$ cat src/rtl/bcd_sub_scheduler_pkg.sv
// Shared definitions for the BCD subtractor scheduler.
//   - default channel count and operand width
//   - BCD digit weights used by the BCD-to-binary converter
//   - FSM state encoding
package bcd_sub_scheduler_pkg;

  localparam int unsigned DEF_N_REQ = 4;
  localparam int unsigned DEF_W     = 16;

  localparam int unsigned BCD_W1000 = 1000;
  localparam int unsigned BCD_W100  = 100;
  localparam int unsigned BCD_W10   = 10;
  localparam int unsigned BCD_DIGIT_MAX = 9;

  typedef enum logic [2:0] {
    IDLE  = 3'd0,
    LOAD  = 3'd1,
    CONV  = 3'd2,
    SUB   = 3'd3,
    WRITE = 3'd4
  } state_e;

endpackage

$ cat src/rtl/bcd_sub_scheduler_bcd_to_bin.sv
// Combinational 4-digit packed BCD to binary converter.
// Ports:
//   i_bcd : W-bit packed BCD operand (digit k at bits [4k+3:4k])
//   o_bin : W-bit binary value d3*1000 + d2*100 + d1*10 + d0
//   o_err : set when any digit exceeds 9; such digits are taken as 9
module bcd_to_bin
  import bcd_sub_scheduler_pkg::*;
#(
  parameter int unsigned W = DEF_W
) (
  input  logic [W-1:0] i_bcd,
  output logic [W-1:0] o_bin,
  output logic         o_err
);

  logic [3:0] w_dig [4];
  logic       w_err;

  // Extract and clamp digits, flagging any non-decimal nibble.
  always_comb begin
    w_err = 1'b0;
    for (int k = 0; k < 4; k++) begin
      w_dig[k] = i_bcd[4*k +: 4];
      if (w_dig[k] > 4'(BCD_DIGIT_MAX)) begin
        w_dig[k] = 4'(BCD_DIGIT_MAX);
        w_err    = 1'b1;
      end
    end
  end

  assign o_bin = W'(w_dig[3]) * W'(BCD_W1000)
               + W'(w_dig[2]) * W'(BCD_W100)
               + W'(w_dig[1]) * W'(BCD_W10)
               + W'(w_dig[0]);
  assign o_err = w_err;

endmodule

$ cat src/rtl/bcd_sub_scheduler.sv
// Round-robin scheduler sharing one BCD subtractor among N_REQ requesters.
// Each grant walks IDLE -> LOAD -> CONV -> SUB -> WRITE and produces the
// two's-complement binary difference a-b of the granted BCD operand pair.
// Ports:
//   clk, reset          : clock, asynchronous active-high reset
//   req_valid/req_a/b   : per-channel operand pairs (channel i at [i*W +: W])
//   req_rd              : one-hot pop strobe, high during LOAD
//   out_wr/out_full     : downstream write strobe / backpressure
//   out_data/src/err    : registered result, source channel, digit error
//   busy                : FSM not in IDLE
module bcd_sub_scheduler
  import bcd_sub_scheduler_pkg::*;
#(
  parameter  int unsigned N_REQ = DEF_N_REQ,
  parameter  int unsigned W     = DEF_W,
  localparam int unsigned SRC_W = (N_REQ > 1) ? $clog2(N_REQ) : 1
) (
  input  logic               clk,
  input  logic               reset,
  input  logic [N_REQ-1:0]   req_valid,
  input  logic [N_REQ*W-1:0] req_a,
  input  logic [N_REQ*W-1:0] req_b,
  output logic [N_REQ-1:0]   req_rd,
  output logic               out_wr,
  input  logic               out_full,
  output logic [W-1:0]       out_data,
  output logic [SRC_W-1:0]   out_src,
  output logic               out_err,
  output logic               busy
);

  state_e             r_state;
  logic [SRC_W-1:0]   r_rr_ptr;
  logic [SRC_W-1:0]   r_grant;
  logic [W-1:0]       r_a;
  logic [W-1:0]       r_b;
  logic [W-1:0]       r_a_bin;
  logic [W-1:0]       r_b_bin;
  logic               r_err;
  logic [N_REQ-1:0]   r_req_rd;
  logic [W-1:0]       r_out_data;
  logic [SRC_W-1:0]   r_out_src;
  logic               r_out_err;
  logic               r_busy;

  logic               w_any;
  logic               w_hi_found;
  logic [SRC_W-1:0]   w_grant_lo;
  logic [SRC_W-1:0]   w_grant_hi;
  logic [SRC_W-1:0]   w_grant;
  logic [N_REQ-1:0]   w_rd_onehot;
  logic [W-1:0]       w_sel_a;
  logic [W-1:0]       w_sel_b;
  logic [W-1:0]       w_a_bin;
  logic [W-1:0]       w_b_bin;
  logic               w_a_err;
  logic               w_b_err;
  logic [SRC_W-1:0]   w_rr_next;
  logic               w_out_wr;

  // Round-robin pick: lowest valid index >= rr_ptr, else lowest valid overall.
  // Scanning downward leaves the lowest matching index in each candidate.
  always_comb begin
    w_hi_found = 1'b0;
    w_grant_lo = '0;
    w_grant_hi = '0;
    for (int i = int'(N_REQ) - 1; i >= 0; i--) begin
      if (req_valid[i]) begin
        w_grant_lo = SRC_W'(i);
        if (i >= int'(r_rr_ptr)) begin
          w_grant_hi = SRC_W'(i);
          w_hi_found = 1'b1;
        end
      end
    end
    w_grant = w_hi_found ? w_grant_hi : w_grant_lo;
  end

  assign w_any = |req_valid;

  // Pop strobe for the new grant and operand mux for the held grant.
  always_comb begin
    w_rd_onehot = '0;
    w_sel_a     = '0;
    w_sel_b     = '0;
    for (int i = 0; i < int'(N_REQ); i++) begin
      if (w_grant == SRC_W'(i)) begin
        w_rd_onehot[i] = 1'b1;
      end
      if (r_grant == SRC_W'(i)) begin
        w_sel_a = req_a[i*W +: W];
        w_sel_b = req_b[i*W +: W];
      end
    end
  end

  assign w_rr_next = (r_grant == SRC_W'(N_REQ - 1)) ? '0 : r_grant + SRC_W'(1);

  bcd_to_bin #(.W(W)) u_conv_a (
    .i_bcd (r_a),
    .o_bin (w_a_bin),
    .o_err (w_a_err)
  );

  bcd_to_bin #(.W(W)) u_conv_b (
    .i_bcd (r_b),
    .o_bin (w_b_bin),
    .o_err (w_b_err)
  );

  // The write strobe must react to out_full in the same cycle, so it is
  // decoded from the registered state rather than registered itself.
  assign w_out_wr = (r_state == WRITE) && !out_full;

  // Scheduler FSM with registered outputs.
  always_ff @(posedge clk or posedge reset) begin
    if (reset) begin
      r_state    <= IDLE;
      r_rr_ptr   <= '0;
      r_grant    <= '0;
      r_a        <= '0;
      r_b        <= '0;
      r_a_bin    <= '0;
      r_b_bin    <= '0;
      r_err      <= 1'b0;
      r_req_rd   <= '0;
      r_out_data <= '0;
      r_out_src  <= '0;
      r_out_err  <= 1'b0;
      r_busy     <= 1'b0;
    end else begin
      r_req_rd <= '0;
      case (r_state)
        IDLE: begin
          if (w_any) begin
            r_grant  <= w_grant;
            r_req_rd <= w_rd_onehot;
            r_busy   <= 1'b1;
            r_state  <= LOAD;
          end
        end
        LOAD: begin
          r_a     <= w_sel_a;
          r_b     <= w_sel_b;
          r_state <= CONV;
        end
        CONV: begin
          r_a_bin <= w_a_bin;
          r_b_bin <= w_b_bin;
          r_err   <= w_a_err | w_b_err;
          r_state <= SUB;
        end
        SUB: begin
          r_out_data <= r_a_bin - r_b_bin;
          r_out_src  <= r_grant;
          r_out_err  <= r_err;
          r_state    <= WRITE;
        end
        WRITE: begin
          if (!out_full) begin
            r_rr_ptr <= w_rr_next;
            r_busy   <= 1'b0;
            r_state  <= IDLE;
          end
        end
        default: begin
          r_busy  <= 1'b0;
          r_state <= IDLE;
        end
      endcase
    end
  end

  assign req_rd   = r_req_rd;
  assign out_wr   = w_out_wr;
  assign out_data = r_out_data;
  assign out_src  = r_out_src;
  assign out_err  = r_out_err;
  assign busy     = r_busy;

endmodule

$ cat config.mk
export PLATFORM = sky130hd
export DESIGN_NAME = bcd_sub_scheduler
export DESIGN_NICKNAME = d
export VERILOG_FILES = /design/src/rtl/bcd_sub_scheduler_pkg.sv /design/src/rtl/bcd_sub_scheduler_bcd_to_bin.sv /design/src/rtl/bcd_sub_scheduler.sv
export SDC_FILE = /design/constraint.sdc
export NUM_CORES = 1
export LEC_CHECK = 0
export CAP_MARGIN = 20
export CORE_MARGIN = 5
export CORE_UTILIZATION = 40
export CTS_CLUSTER_SIZE = 12
export DETAILED_ROUTE_END_ITERATION = 10
export PLACE_DENSITY = 0.66
export SLEW_MARGIN = 30
export SYNTH_ARGS = -nofsm -noshare
export SYNTH_HDL_FRONTEND = slang
export SYNTH_SLANG_ARGS = --single-unit
export TNS_END_PERCENT = 50
$ cat constraint.sdc
create_clock -name clk -period 4.1 [get_ports clk]
set_input_delay 0.82 -clock clk [delete_from_list [all_inputs] [get_ports clk]]
set_output_delay 0.82 -clock clk [all_outputs]
set_load 0.1 [all_outputs]
==> flow_metrics.tcl <==
set metrics [dict create \
    yosysMostFrequentCell "nor2_1" \
    synth_area_per_cell_um2 8.15 \
    grt_pass1_wl_mm 34.7 \
    via_count 7714 \
    finalHoldViolCount 0 \
    ant_nets 0 \
    grt_start_max_net_pins 66 \
    tritoncts "done" \
    cp-end-kind "register" \
    synth_ff_type "dfrtp_1" \
    cp_top_family "adder cells" \
    path_buf_inv 2 \
    top_usage_layer "met2" \
    synth_edf_count 0 \
    grtUsageTotal_pct 17.2 \
    start_util_pct 40.8 \
    cts_hold_buffers 0 \
    die_area_um2 24500 \
    drv_cap 0 \
    yosysTopAreaCellShare_pct 27.9 \
    synthTopCellsByCount "nor2_1 (133), a21oi_1 (127), ha_1 (105)" \
    remaining_drc_errors 0 \
    syn2layout_area_growth_pct 33.5 \
    grt_use_met2_pct 28.3 \
    clk_pin_slew_worst_paths_ns 0.07 \
    overflow 0 \
    setup_tns_ns 0 \
    grt.met3_usage_pct 4.42 \
    cts_made_buffers 9 \
    grt_util_met1_pct 23.0 \
    synth.distinct_cells 62 \
    report.final.slew_viol_count 0 \
    ios 160 \
    avgRoutedWirePerCell_um 14.1 \
    port-buffer-count 159 \
    grt_pass1_vias 7342 \
    num_antenna_cells 0 \
    fin_skew_ns 0.00714 \
    h-tree-depth 3 \
    layout.nets 1513 \
    crit_arrival_ns 4.22 \
    ys_seq_area_share_pct 27.9 \
    post-route-period-util_pct 97.2 \
    final_layout_size_suffix_gt1_share_pct 13.1 \
    setup_violations 0 \
    min_path_type "register to register" \
    initialDrtViolationCount 333 \
    slew_headroom_pct 32.3 \
    synth-seq-cells 96 \
    syn_area_um2 8600 \
    start_kind "register" \
    die_width_um 157 \
    slowest_delay_ns 0.55 \
    wirelength_mm 21.6 \
    cp_cell_sequence "nor2b_2, ha_1, inv_1, fa_1, inv_1, fa_1, ha_4, xnor2_1, ha_1, ha_2, or3_4, o21a_1, nand4b_1, nor3_2, o21ai_1, o21ai_1" \
    yosysWarnings 0 \
    rsz0062_at_grt "yes" \
    cp_data_required_time_ns 4.33 \
    setup_ws_ns 0.113 \
    async_flop_share_pct 100 \
    via_per_inst 5.05 \
    outcome "completed" \
    cpMaxStageDelayCell "fa_1" \
    critPathKind "register to register" \
    core_area_um2 21100 \
    dr.pass1.iters 4 \
    synth_nets 1319 \
    cts-root-buf "clkbuf_16" \
    antenna_found_initial 0 \
    gp_congestion 0.814 \
    clock.fmax_ghz 0.251 \
    netlist_top_cells_area "dfrtp_1 (28%), ha_1 (15%), a21oi_1 (7.4%), nor2_1 (5.8%), fa_1 (5.4%)" \
    yosysTopAreaCell "dfrtp_1" \
    period_needed_ns 3.99 \
    place_ws_ns -0.0258 \
    clk_latency_ns 0.35 \
    cts_sinks 96 \
    die_y_um 157 \
    cts.path.max_buffers 2 \
    dp.final_hpwl_mm 17.5 \
    rows 53 \
    synth_cells 1056 \
    crit_path_max_fanout 4 \
    worst_pin_slew_ns 1.01 \
]
==> kinds of logic after synthesis <==
kind of cell    after synthesis  share of synthesized area [%]
fa+ha+maj                   128                           20.6
flops                        96                           27.9
xor+xnor                     54                           5.67
simple gates                319                           17.3
other cells                   1                         0.0436
mux                           3                          0.393
buf+inv                     142                           6.28
compound gates              313                           21.7
==> placed cells by master (no fill, tap or decap), types with 6 or more instances in the layout <==
cell / count
xnor2_2: 6
o21ai_0: 62
a211oi_1: 8
inv_1: 84
or2_2: 6
dfrtp_1: 94
a21o_1: 13
nand2b_1: 24
xor2_1: 19
xnor2_1: 26
clkdlybuf4s50_1: 157
nand2_1: 75
buf_4: 77
ha_1: 93
ha_4: 8
nor2b_2: 6
clkbuf_16: 9
nor2b_1: 20
a21oi_1: 123
fa_1: 23
nor2_1: 129
o21a_1: 13
o21ai_1: 14
nand3_1: 11
a22oi_1: 31
nor3_1: 7
==> state kept, by name, summed over array words and instances (netlist names) <==
| signal | cells |
|---|---|
| r_b | 16 |
| req_rd | 4 |
| out_data | 16 |
| r_rr_ptr | 2 |
| r_a_bin | 16 |
| r_grant | 2 |
| out_err | 1 |
| r_state | 3 |
| r_a | 16 |
| busy | 1 |
| out_src | 2 |
| r_b_bin | 16 |
| r_err | 1 |
==> worst reg2reg max path, delay by kind of cell (launching register included) <==
family | cells | cell delay, ns
adders and majority gates | 6 | 2.04
and+or+nand+nor | 4 | 0.76
AOI/OAI and AO/OA | 3 | 0.43
DFF | 1 | 0.41
xor gates and xnor gates | 1 | 0.12
buffers and inverters | 2 | 0.11
==> final cells by class <==
type / instances / area, um2
clock buffer: 9 / 225
inverter: 89 / 337
timing repair buffer: 236 / 2170
multi-input combinational: 818 / 5970
sequential: 96 / 2400
tap: 275 / 344
fill: 1990 / 9600
clock inverter: 6 / 43.8
==> per-layer routing <==
metal / wire length (um) / share of wire, % / vias up
met3: 1380 / 6.4 / 13
met5: 0 / 0 / -
li1: - / - / 4021
met4: 201 / 0.93 / 0
met2: 10000 / 46 / 175
met1: 10000 / 46 / 3505
==> path summary, 6_finish.rpt <==
check	cells past startpoint	startpoint	to	slack, ns
setup / recovery	16	r_b[14]$_DFFE_PP0P_	r_b_bin[14]$_DFFE_PP0N_	0.11
hold / removal	2	out_data[8]$_DFFE_PP0P_	out_data[8]$_DFFE_PP0P_	0.47
setup reg to reg	16	r_b[14]$_DFFE_PP0P_	r_b_bin[14]$_DFFE_PP0N_	0.11
hold reg to reg	2	out_data[8]$_DFFE_PP0P_	out_data[8]$_DFFE_PP0P_	0.47
max in group asynchronous	3	reset	r_a[13]$_DFFE_PP0P_	2.29
min in group asynchronous	2	reset	r_b_bin[5]$_DFFE_PP0N_	1.00
==> timing repair <==
| action | in CTS | in global routing |
|---|---|---|
| buffers inserted | 2 | 9 |
| pin swaps | 4 | 28 |
| gates resized for setup | 8 | 51 |
| endpoints found under the setup margin | 5 | 12 |
==> metrics by stage <==
step / instances / util [%] / hold slack (ns) / area (um2)
3_3_place_gp: 1503 / 51.4 / 0.455 / 10800
4_1_cts: 1520 / 53.0 / 0.482 / 11200
2_1_floorplan: 1056 / - / 0.440 / 8600
6_report: 1529 / 54.5 / 0.473 / 11500
5_1_grt: 1529 / 54.5 / 0.500 / 11500
3_5_place_dp: 1503 / 51.5 / 0.467 / 10900
Power is left out: the tool's default activity adds up to more than one toggle a clock period on the data nets, which glitch-free logic cannot reach.
